--- src/rtl/hps_bus_responder.sv ---
// hps_bus_responder: answers HPS host-bus reads/writes in a 64-byte window
// (ID, STATUS, JOY, POP, SCRATCH, FRAME) and buffers core events for the host.
// Handshake: an access begins when the registered strobe sees hps_cs rise on a
// hitting address; hps_ack rises three edges after the CS assertion and stays
// high (hps_dout valid) until hps_cs is sampled low. The event input is
// valid/ready: a word moves on every edge where evt_valid and evt_ready are high.
module hps_bus_responder #(
  parameter logic [31:0] BASE_ADDR  = 32'h0000_0100,
  parameter logic [31:0] CORE_ID    = 32'h4359_4C58,
  parameter int          FIFO_DEPTH = 16
) (
  input  logic        clk_sys,
  input  logic        rst_n,
  input  logic [31:0] hps_addr,
  input  logic [31:0] hps_din,
  input  logic        hps_rw,
  input  logic        hps_cs,
  output logic [31:0] hps_dout,
  output logic        hps_ack,
  input  logic [31:0] joy_data,
  input  logic        vblank,
  input  logic [31:0] evt_data,
  input  logic        evt_valid,
  output logic        evt_ready,
  output logic        irq
);
  localparam int AW = $clog2(FIFO_DEPTH);
  localparam int CW = AW + 1;
  localparam logic [CW-1:0] FULL_COUNT = CW'(FIFO_DEPTH);

  localparam logic [3:0] OFF_ID      = 4'd0;
  localparam logic [3:0] OFF_STATUS  = 4'd1;
  localparam logic [3:0] OFF_JOY     = 4'd2;
  localparam logic [3:0] OFF_POP     = 4'd3;
  localparam logic [3:0] OFF_SCRATCH = 4'd4;
  localparam logic [3:0] OFF_FRAME   = 4'd5;

  typedef enum logic [1:0] {S_IDLE, S_CAPTURE, S_ACK} state_t;

  // state is the observation point for anyone probing the access sequence
  state_t state, state_next;

  logic        cs_q, start_q, hit, access_start;
  logic [3:0]  acc_off;
  logic        acc_rw;
  logic [31:0] acc_din;
  logic        do_capture, do_release;
  logic [31:0] rdata;

  logic [31:0]   mem [FIFO_DEPTH];
  logic [AW-1:0] wr_ptr, rd_ptr;
  logic [CW-1:0] count;
  logic          empty, full, push, pop;

  logic        stall, irq_en, vblank_q, vblank_rise;
  logic [31:0] joy_reg, scratch, frame;
  logic        wr_status, wr_scratch, wr_frame;

  // byte lanes are not decoded; the word offset alone selects the register
  logic unused_addr_bits;
  assign unused_addr_bits = &{1'b0, hps_addr[1:0]};

  assign hit          = (hps_addr[31:6] == BASE_ADDR[31:6]);
  assign access_start = hps_cs & ~cs_q & hit;

  // strobe edge detector and access latch; cs_q resets high so a CS held
  // through reset release is not mistaken for a new access
  always_ff @(posedge clk_sys or negedge rst_n) begin
    if (!rst_n) begin
      cs_q    <= 1'b1;
      start_q <= 1'b0;
      acc_off <= '0;
      acc_rw  <= 1'b0;
      acc_din <= '0;
    end else begin
      cs_q    <= hps_cs;
      start_q <= access_start;
      if (access_start) begin
        acc_off <= hps_addr[5:2];
        acc_rw  <= hps_rw;
        acc_din <= hps_din;
      end
    end
  end

  // access FSM state register
  always_ff @(posedge clk_sys or negedge rst_n) begin
    if (!rst_n) state <= S_IDLE;
    else        state <= state_next;
  end

  // access FSM next state and one-cycle action strobes
  always_comb begin
    state_next = state;
    do_capture = 1'b0;
    do_release = 1'b0;
    case (state)
      S_IDLE:    if (start_q) state_next = S_CAPTURE;
      S_CAPTURE: begin
        do_capture = 1'b1;
        state_next = S_ACK;
      end
      S_ACK: if (!hps_cs) begin
        do_release = 1'b1;
        state_next = S_IDLE;
      end
      default:   state_next = S_IDLE;
    endcase
  end

  assign hps_ack = (state == S_ACK);

  assign empty     = (count == '0);
  assign full      = (count == FULL_COUNT);
  assign evt_ready = ~full;
  assign push      = evt_valid & evt_ready;
  assign pop       = do_capture & ~acc_rw & (acc_off == OFF_POP) & ~empty;

  assign wr_status  = do_capture & acc_rw & (acc_off == OFF_STATUS);
  assign wr_scratch = do_capture & acc_rw & (acc_off == OFF_SCRATCH);
  assign wr_frame   = do_capture & acc_rw & (acc_off == OFF_FRAME);

  assign vblank_rise = vblank & ~vblank_q;

  // read mux for the latched offset; evaluated during CAPTURE
  always_comb begin
    rdata = '0;
    case (acc_off)
      OFF_ID:      rdata = CORE_ID;
      OFF_STATUS:  rdata = {20'd0, irq_en, stall, full, empty, 8'(count)};
      OFF_JOY:     rdata = joy_reg;
      OFF_POP:     rdata = empty ? 32'd0 : mem[rd_ptr];
      OFF_SCRATCH: rdata = scratch;
      OFF_FRAME:   rdata = frame;
      default:     rdata = '0;
    endcase
  end

  // read data is frozen at CAPTURE and cleared when the access ends
  always_ff @(posedge clk_sys or negedge rst_n) begin
    if (!rst_n)          hps_dout <= '0;
    else if (do_capture) hps_dout <= acc_rw ? 32'd0 : rdata;
    else if (do_release) hps_dout <= '0;
  end

  // event FIFO pointers and occupancy; simultaneous push and pop keep count
  always_ff @(posedge clk_sys or negedge rst_n) begin
    if (!rst_n) begin
      wr_ptr <= '0;
      rd_ptr <= '0;
      count  <= '0;
    end else begin
      if (push) wr_ptr <= wr_ptr + AW'(1);
      if (pop)  rd_ptr <= rd_ptr + AW'(1);
      if (push && !pop)      count <= count + CW'(1);
      else if (pop && !push) count <= count - CW'(1);
    end
  end

  // event FIFO storage
  always_ff @(posedge clk_sys) begin
    if (push) mem[wr_ptr] <= evt_data;
  end

  // control/status registers, vblank capture and interrupt output
  always_ff @(posedge clk_sys or negedge rst_n) begin
    if (!rst_n) begin
      stall    <= 1'b0;
      irq_en   <= 1'b0;
      vblank_q <= 1'b0;
      joy_reg  <= '0;
      scratch  <= '0;
      frame    <= '0;
      irq      <= 1'b0;
    end else begin
      vblank_q <= vblank;
      if (evt_valid && !evt_ready)        stall <= 1'b1;
      else if (wr_status && acc_din[10])  stall <= 1'b0;
      if (wr_status)  irq_en  <= acc_din[11];
      if (wr_scratch) scratch <= acc_din;
      if (vblank_rise) joy_reg <= joy_data;
      // a host clear wins over a coincident vblank edge
      if (wr_frame)         frame <= '0;
      else if (vblank_rise) frame <= frame + 32'd1;
      irq <= irq_en & ~empty;
    end
  end
endmodule

--- config.mk ---
export PLATFORM = sky130hd
export DESIGN_NAME = hps_bus_responder
export DESIGN_NICKNAME = d
export VERILOG_FILES = /design/src/rtl/hps_bus_responder.sv
export SDC_FILE = /design/constraint.sdc
export NUM_CORES = 1
export LEC_CHECK = 0
export CELL_PAD_IN_SITES_DETAIL_PLACEMENT = 0
export CELL_PAD_IN_SITES_GLOBAL_PLACEMENT = 1
export CORE_MARGIN = 3
export CORE_UTILIZATION = 52
export DETAILED_ROUTE_END_ITERATION = 10
export PLACE_DENSITY_LB_ADDON = 0.2
export SLEW_MARGIN = 20
export SYNTH_ARGS = -nofsm -noshare
export SYNTH_HDL_FRONTEND = slang
export SYNTH_SLANG_ARGS = --single-unit
export TNS_END_PERCENT = 100
--- constraint.sdc ---
create_clock -name clk_sys -period 9.3 [get_ports clk_sys]
set_input_delay 1.395 -clock clk_sys [delete_from_list [all_inputs] [get_ports clk_sys]]
set_output_delay 1.395 -clock clk_sys [all_outputs]
set_load 0.02 [all_outputs]
==> results of run 1 <==
[power by group through the flow]
stage	sequential, mW	clock (mW)	combinational [mW]
global placement	3.80	0	0.594
finish	3.75	2.78	0.602
floorplan	3.77	0	0.332
global route	3.78	2.96	0.653
CTS	3.75	2.84	0.611
detailed placement	3.82	0	0.607
[cell usage in the layout (no fill, tap or decap), drive strengths merged, types with 10 or more instances in the layout]
cell type | Yosys | final
nand4 | 25 | 25
edfxtp | 512 | 512
dfrtp | 185 | 185
clkinv | 0 | 24
nor2b | 18 | 18
ha | 10 | 10
clkdlybuf4s50 | 0 | 165
inv | 14 | 14
clkbuf | 50 | 102
a222oi | 15 | 15
a21oi | 17 | 17
or4 | 12 | 12
nand2 | 68 | 68
mux4 | 120 | 120
nor3 | 10 | 10
o221ai | 14 | 14
mux2 | 132 | 132
a22oi | 12 | 12
mux2i | 59 | 59
nor2 | 30 | 30
nor3b | 11 | 11
xnor2 | 13 | 13
nor4 | 14 | 14
o21ai | 21 | 21
a22o | 19 | 19
buf | 38 | 37
nand3 | 18 | 18
[critical path, cell delays in order]
cell	delay, ns
clkdlybuf4s50_1	0.54
a21boi_1	0.68
nand2_1	0.44
nor2_4	0.58
buf_4	0.51
[logic make-up (layout without fill, tap and decap cells)]
logic type,Yosys count,count (layout),synth area share
buffers and inverters,102,347,0.01542
flip-flops,698,698,0.7112
AND/OR/NAND/NOR,255,255,0.05113
XOR/XNOR,22,22,0.006842
AO/OA/AOI/OAI,144,144,0.04056
adder cells (fa/ha/maj),11,11,0.005153
multiplexers,311,311,0.1697
other,0,1,0
[worst max path at each step]
stage                              start              endpoint  slack [ns]  depth (start not counted)
floorplan                      evt_valid   mem[3][0]$_DFFE_PP_        4.56                          3
global placement               evt_valid  mem[4][19]$_DFFE_PP_        4.88                          5
detailed placement             evt_valid  mem[7][18]$_DFFE_PP_        4.81                          5
CTS                 count[2]$_DFFE_PN0P_             evt_ready        5.34                          3
global route                   evt_valid  mem[7][28]$_DFFE_PP_        5.24                          5
finish                         evt_valid  mem[7][28]$_DFFE_PP_        5.35                          5
[per-layer routing]
layer | up-vias | track usage | wire length, µm | part of all wire
met5 | - | 0 | 30 | 0.00046
met4 | 6 | 0.06487 | 1379 | 0.021
met3 | 98 | 0.05180 | 4785 | 0.074
met2 | 477 | 0.3654 | 30680 | 0.47
met1 | 7871 | 0.3338 | 28200 | 0.43
li1 | 6590 | - | - | -
[layout make-up]
class / count / area [µm²]
timing repair buffer: 203 / 2008
fill: 3778 / 19990
sequential: 698 / 20040
clock inverter: 29 / 251.5
antenna: 1 / 2.502
tap: 688 / 860.8
clock buffer: 101 / 2024
multi-input combinational: 743 / 7846
inverter: 14 / 52.55
[metrics by stage]
stage               hold WS, ns    util
finish                   0.4943  0.6234
global route             0.5198  0.6234
CTS                      0.4900  0.6223
detailed placement       0.4804  0.5794
global placement         0.4701  0.5790
floorplan                0.4510       -
==> impl_metrics.toml, run 1 <==
[outcome]
status = "finished, final reports clean"

[detailed_routing]
routedWlPerCell_um = 26.27
num_vias = 15042
firstDrtPassIters = 5
avgViaCountPerCell = 6.073
drt_first_iter_violations = 1362
antenna_left = 0
drc = 0
routed_wl_mm = 65.07

[grt]
track_usage = 0.2326
grt_pass1_wl_mm = 98.17
grt_overflow_total = 0
grt_max_degree = 119
grt_pass1_vias = 15411
antenna_found_initial = 5

[yosys]
netlist_top_cells_count = "edfxtp_1 (512), dfrtp_1 (185), mux2_2 (132)"
syn_area_um2 = 28160
synth.distinct_cells = 65
synth-async-reset-ratio = 0.2665
yosysSeqAreaShare = 0.7112
synthTopCellsByArea = "edfxtp_1 (55%), dfrtp_1 (16%), mux4_2 (9.6%)"
yosysTopAreaCellShare = 0.5459
synth.avg_cell_area_um2 = 18.25
synth_most_common_cell = "edfxtp_1"
post-synth-top-area-cell = "edfxtp_1"
syn_nets = 1688
synth_edf_count = 512
synthFlopType = "edfxtp_1"
ys_ff_latch = 698
ys.warnings.count = 0
syn_inst = 1543

[place]
place_area_um2 = 30750
port_buffers = 166
dp.cells = 2344
pre_cts_slack_ns = 4.806
hpwlAfterDp_mm = 39.62
place.gp.congestion = 0.7746

[pwr]
netSwitchingFraction = 0.2307
p_leak_nw = 11.18
powerDensity_nw_per_um2 = 215.7
p_int_mw = 5.489
clkPwrFrac = 0.390
total_power_mw = 7.136
combPwrFrac = 0.084
power_switching_mw = 1.646
share_seq_of_total_power = 0.526
ir_worst_vdd_mv = 0.1430

[layout]
stdcell_count = 2477
area_growth_pct = 17.48
stdcell_area_um2 = 33090
layout-drive-gt1-share = 0.2371
largest_reg_flops = 512
layout.nets = 1877
regMostFlops = "mem"

[die]
dieArea_um2 = 56990
initial_utilization = 0.5306
chipWidth_um = 238.7
rows = 84
die_h_um = 238.7
ios = 169
coreArea_um2 = 53080

[job]
drv_cap = 0

[clock_tree]
cts_tree = "built"
path_clk_slew_ns = 0.06
cts_resized = 0
cts_setup_buffers = 0
cts.sinks = 698
numCtsBuffers = 72
insertion_delay_ns = 0.60
cts_buffer_depth = 3
holdBufCountCts = 0
cts_htree_levels = 3
ctsRootBufferMaster = "clkbuf_16"

[worst_hold_path]
min_to = "scratch[16]$_DFFE_PN0P_"
hold_path_depth = 1
min_from = "acc_din[16]$_DFFE_PN0P_"
hp-class = "reg -> reg"

[worst_setup_path]
start_kind = "input port"
critical_path_required_ns = 9.53
timing.rr.end = "count[4]$_DFFE_PN0P_"
path_class = "in -> reg"
critPathArrivalTime_ns = 4.18
rrSetupSlack_ns = 5.93
r2r_cells = 10
end_kind = "register"
regToRegStartpoint = "acc_off[1]$_DFFE_PN0P_"
path_max_fanout = 22

[sta]
setup_viol = 0
fmax_mhz = 253.0
finalSetupTns_ns = 0
slew_headroom = 0.2530
setup_slack_ns = 5.347
hold_viol = 0
tightest_slew_ns = 1.114
report.final.slew_viol_count = 0
rsz0062_at_grt = "no"
period_share = 0.4251
period_needed_ns = 3.953
finalClockSkew_ns = 0.02282
(Power assumes the default switching activity.)
==> run 2: changes to the inputs <==
- CORE_UTILIZATION: 52 -> 46
- clock period: 9.3 -> 3.6 ns (I/O delays scaled with it)
==> impl_metrics.toml, run 2 (synthesized netlist as in run 1, its figures left out) <==
[grt]
grt_max_degree = 90
track_usage = 0.2145
grt_overflow_total = 0
grt_pass1_wl_mm = 100.7
antenna_found_initial = 6
grt_pass1_vias = 15736

[worst_setup_path]
path_max_fanout = 10
start_kind = "register"
path_class = "reg -> reg"
crit_chain = "or3b_2, a211oi_4, inv_1, ha_1, inv_1, ha_1, a21o_1, a21oi_1, mux2i_1, xnor2_1"
end_kind = "register"
crit_slowest_cell = "or3b_2"
critPathArrivalTime_ns = 3.60
critical_path_required_ns = 4.12
max_stage_delay_ns = 0.67

[clock_tree]
insertion_delay_ns = 0.62
cts_resized = 0
ctsRootBufferMaster = "clkbuf_16"
holdBufCountCts = 0
path_clk_slew_ns = 0.06
cts.sinks = 698
cts_tree = "built"
cts_htree_levels = 3
cts_setup_buffers = 0
numCtsBuffers = 74
cts_buffer_depth = 3

[die]
chipWidth_um = 253.4
die_h_um = 253.4
rows = 90
ios = 169
dieArea_um2 = 64230
initial_utilization = 0.4658
coreArea_um2 = 60470

[place]
pre_cts_slack_ns = 0.5453
port_buffers = 166
hpwlAfterDp_mm = 41.37
place.gp.congestion = 0.7926

[pwr]
p_leak_nw = 11.37
powerDensity_nw_per_um2 = 557.1
total_power_mw = 18.73
ir_worst_vdd_mv = 0.3577

[sta]
period_needed_ns = 3.080
setup_slack_ns = 0.5203
report.final.slew_viol_count = 0
setup_viol = 0
hold_viol = 0
period_share = 0.8555
tightest_slew_ns = 1.034
slew_headroom = 0.3054
finalClockSkew_ns = 0.02338
finalSetupTns_ns = 0
rsz0062_at_grt = "no"
fmax_mhz = 324.7

[outcome]
status = "finished, final reports clean"

[layout]
largest_reg_flops = 512
layout_commonest_cell = "edfxtp_1"
num-fill-cells = 4641
layout_common_cells = "edfxtp_1 (512), dfrtp_1 (182), clkdlybuf4s50_1 (165)"
regMostFlops = "mem"
post-route-util = 0.5561
area_growth_pct = 19.39
layout-drive-gt1-share = 0.2497
layout.nets = 1897

[worst_hold_path]
hp-class = "in -> async"

[detailed_routing]
firstDrtPassIters = 8
drc = 0
antenna_left = 0
num_vias = 15076
routedWlPerCell_um = 26.05
avgViaCountPerCell = 5.801
drt_first_iter_violations = 1316
routed_wl_mm = 67.70

[job]
drv_cap = 0
[run 2: cell types whose count changed in the layout (fill, tap and decap cells not counted), sizes merged]
| cell | delta |
|---|---|
| buf | +18 |
| clkbuf | +2 |
| clkinv | +4 |
| diode | +2 |
| inv | +2 |
[run 2: worst paths after layout]
kind	start	cells past startpoint	to	slack, ns
worst max-delay path	state[1]$_DFFE_PN0P_	10	count[4]$_DFFE_PN0P_	0.52
worst min-delay path	rst_n	1	acc_din[11]$_DFFE_PN0P_	0.01
worst max register to register	state[1]$_DFFE_PN0P_	10	count[4]$_DFFE_PN0P_	0.52
worst min register to register	state[1]$_DFFE_PN0P_	1	state[0]$_DFFE_PN0P_	0.49
max in group asynchronous	rst_n	2	cs_q$_DFF_PN1_	2.67
min in group clk_sys	hps_cs	1	cs_q$_DFF_PN1_	0.46
[run 2: metal layers]
metal / up-vias / wire length (µm) / global-route usage
li1: 6643 / - / -
met1: 7897 / 28720 / 0.2924
met2: 435 / 33110 / 0.3521
met3: 95 / 4325 / 0.04406
met4: 6 / 1507 / 0.06278
met5: - / 34 / 0
[run 2: critical path, delay by kind of cell, from the launching register on]
| kind | cells | cell delay, ns |
|---|---|---|
| mux | 1 | 0.26 |
| simple gates | 1 | 0.67 |
| flops | 1 | 0.41 |
| buf+inv | 2 | 0.29 |
| compound gates | 3 | 0.74 |
| fa+ha+maj | 2 | 0.50 |
| xor+xnor | 1 | 0.14 |
[run 2: final cells by class]
| cell class | instances | area [µm²] | share of cell area |
|---|---|---|---|
| timing repair buffer | 221 | 2303 | 0.06850 |
| sequential | 698 | 20040 | 0.5960 |
| inverter | 14 | 52.55 | 0.001563 |
| clock inverter | 35 | 310.3 | 0.009228 |
| multi-input combinational | 743 | 7866 | 0.2339 |
| tap | 782 | 978.4 | 0.02910 |
| clock buffer | 103 | 2064 | 0.06140 |
| antenna | 3 | 7.507 | 0.0002233 |
[run 2: stage by stage]
step	hold WS [ns]	instance area, µm²	instances
final	0.01001	33620	2599
after global routing	0.07289	33620	2597
after global placement	0.4690	31240	2458
after detailed placement	0.4894	31240	2458
after floorplan	0.2444	28180	1543
after CTS	0.03104	33620	2596
[run 2: power breakdown]
part / switching [mW] / total [mW] / internal (mW)
clock: 3.06 / 7.38 / 4.32
sequential: 0.321 / 9.71 / 9.39
combinational: 1.01 / 1.64 / 0.635
total: 4.39 / 18.7 / 14.3
==> run 3: changes to the inputs <==
--- a/constraint.sdc
+++ b/constraint.sdc
@@ -3,2 +3,2 @@
 set_output_delay 0.54 -clock clk_sys [all_outputs]
-set_load 0.02 [all_outputs]
+set_load 0.05 [all_outputs]
==> results of run 3 <==
The final DEF is identical to that of run 2. Status: finished, final reports clean.
Among the figures that moved: total power 18.73 mW -> 18.74 mW
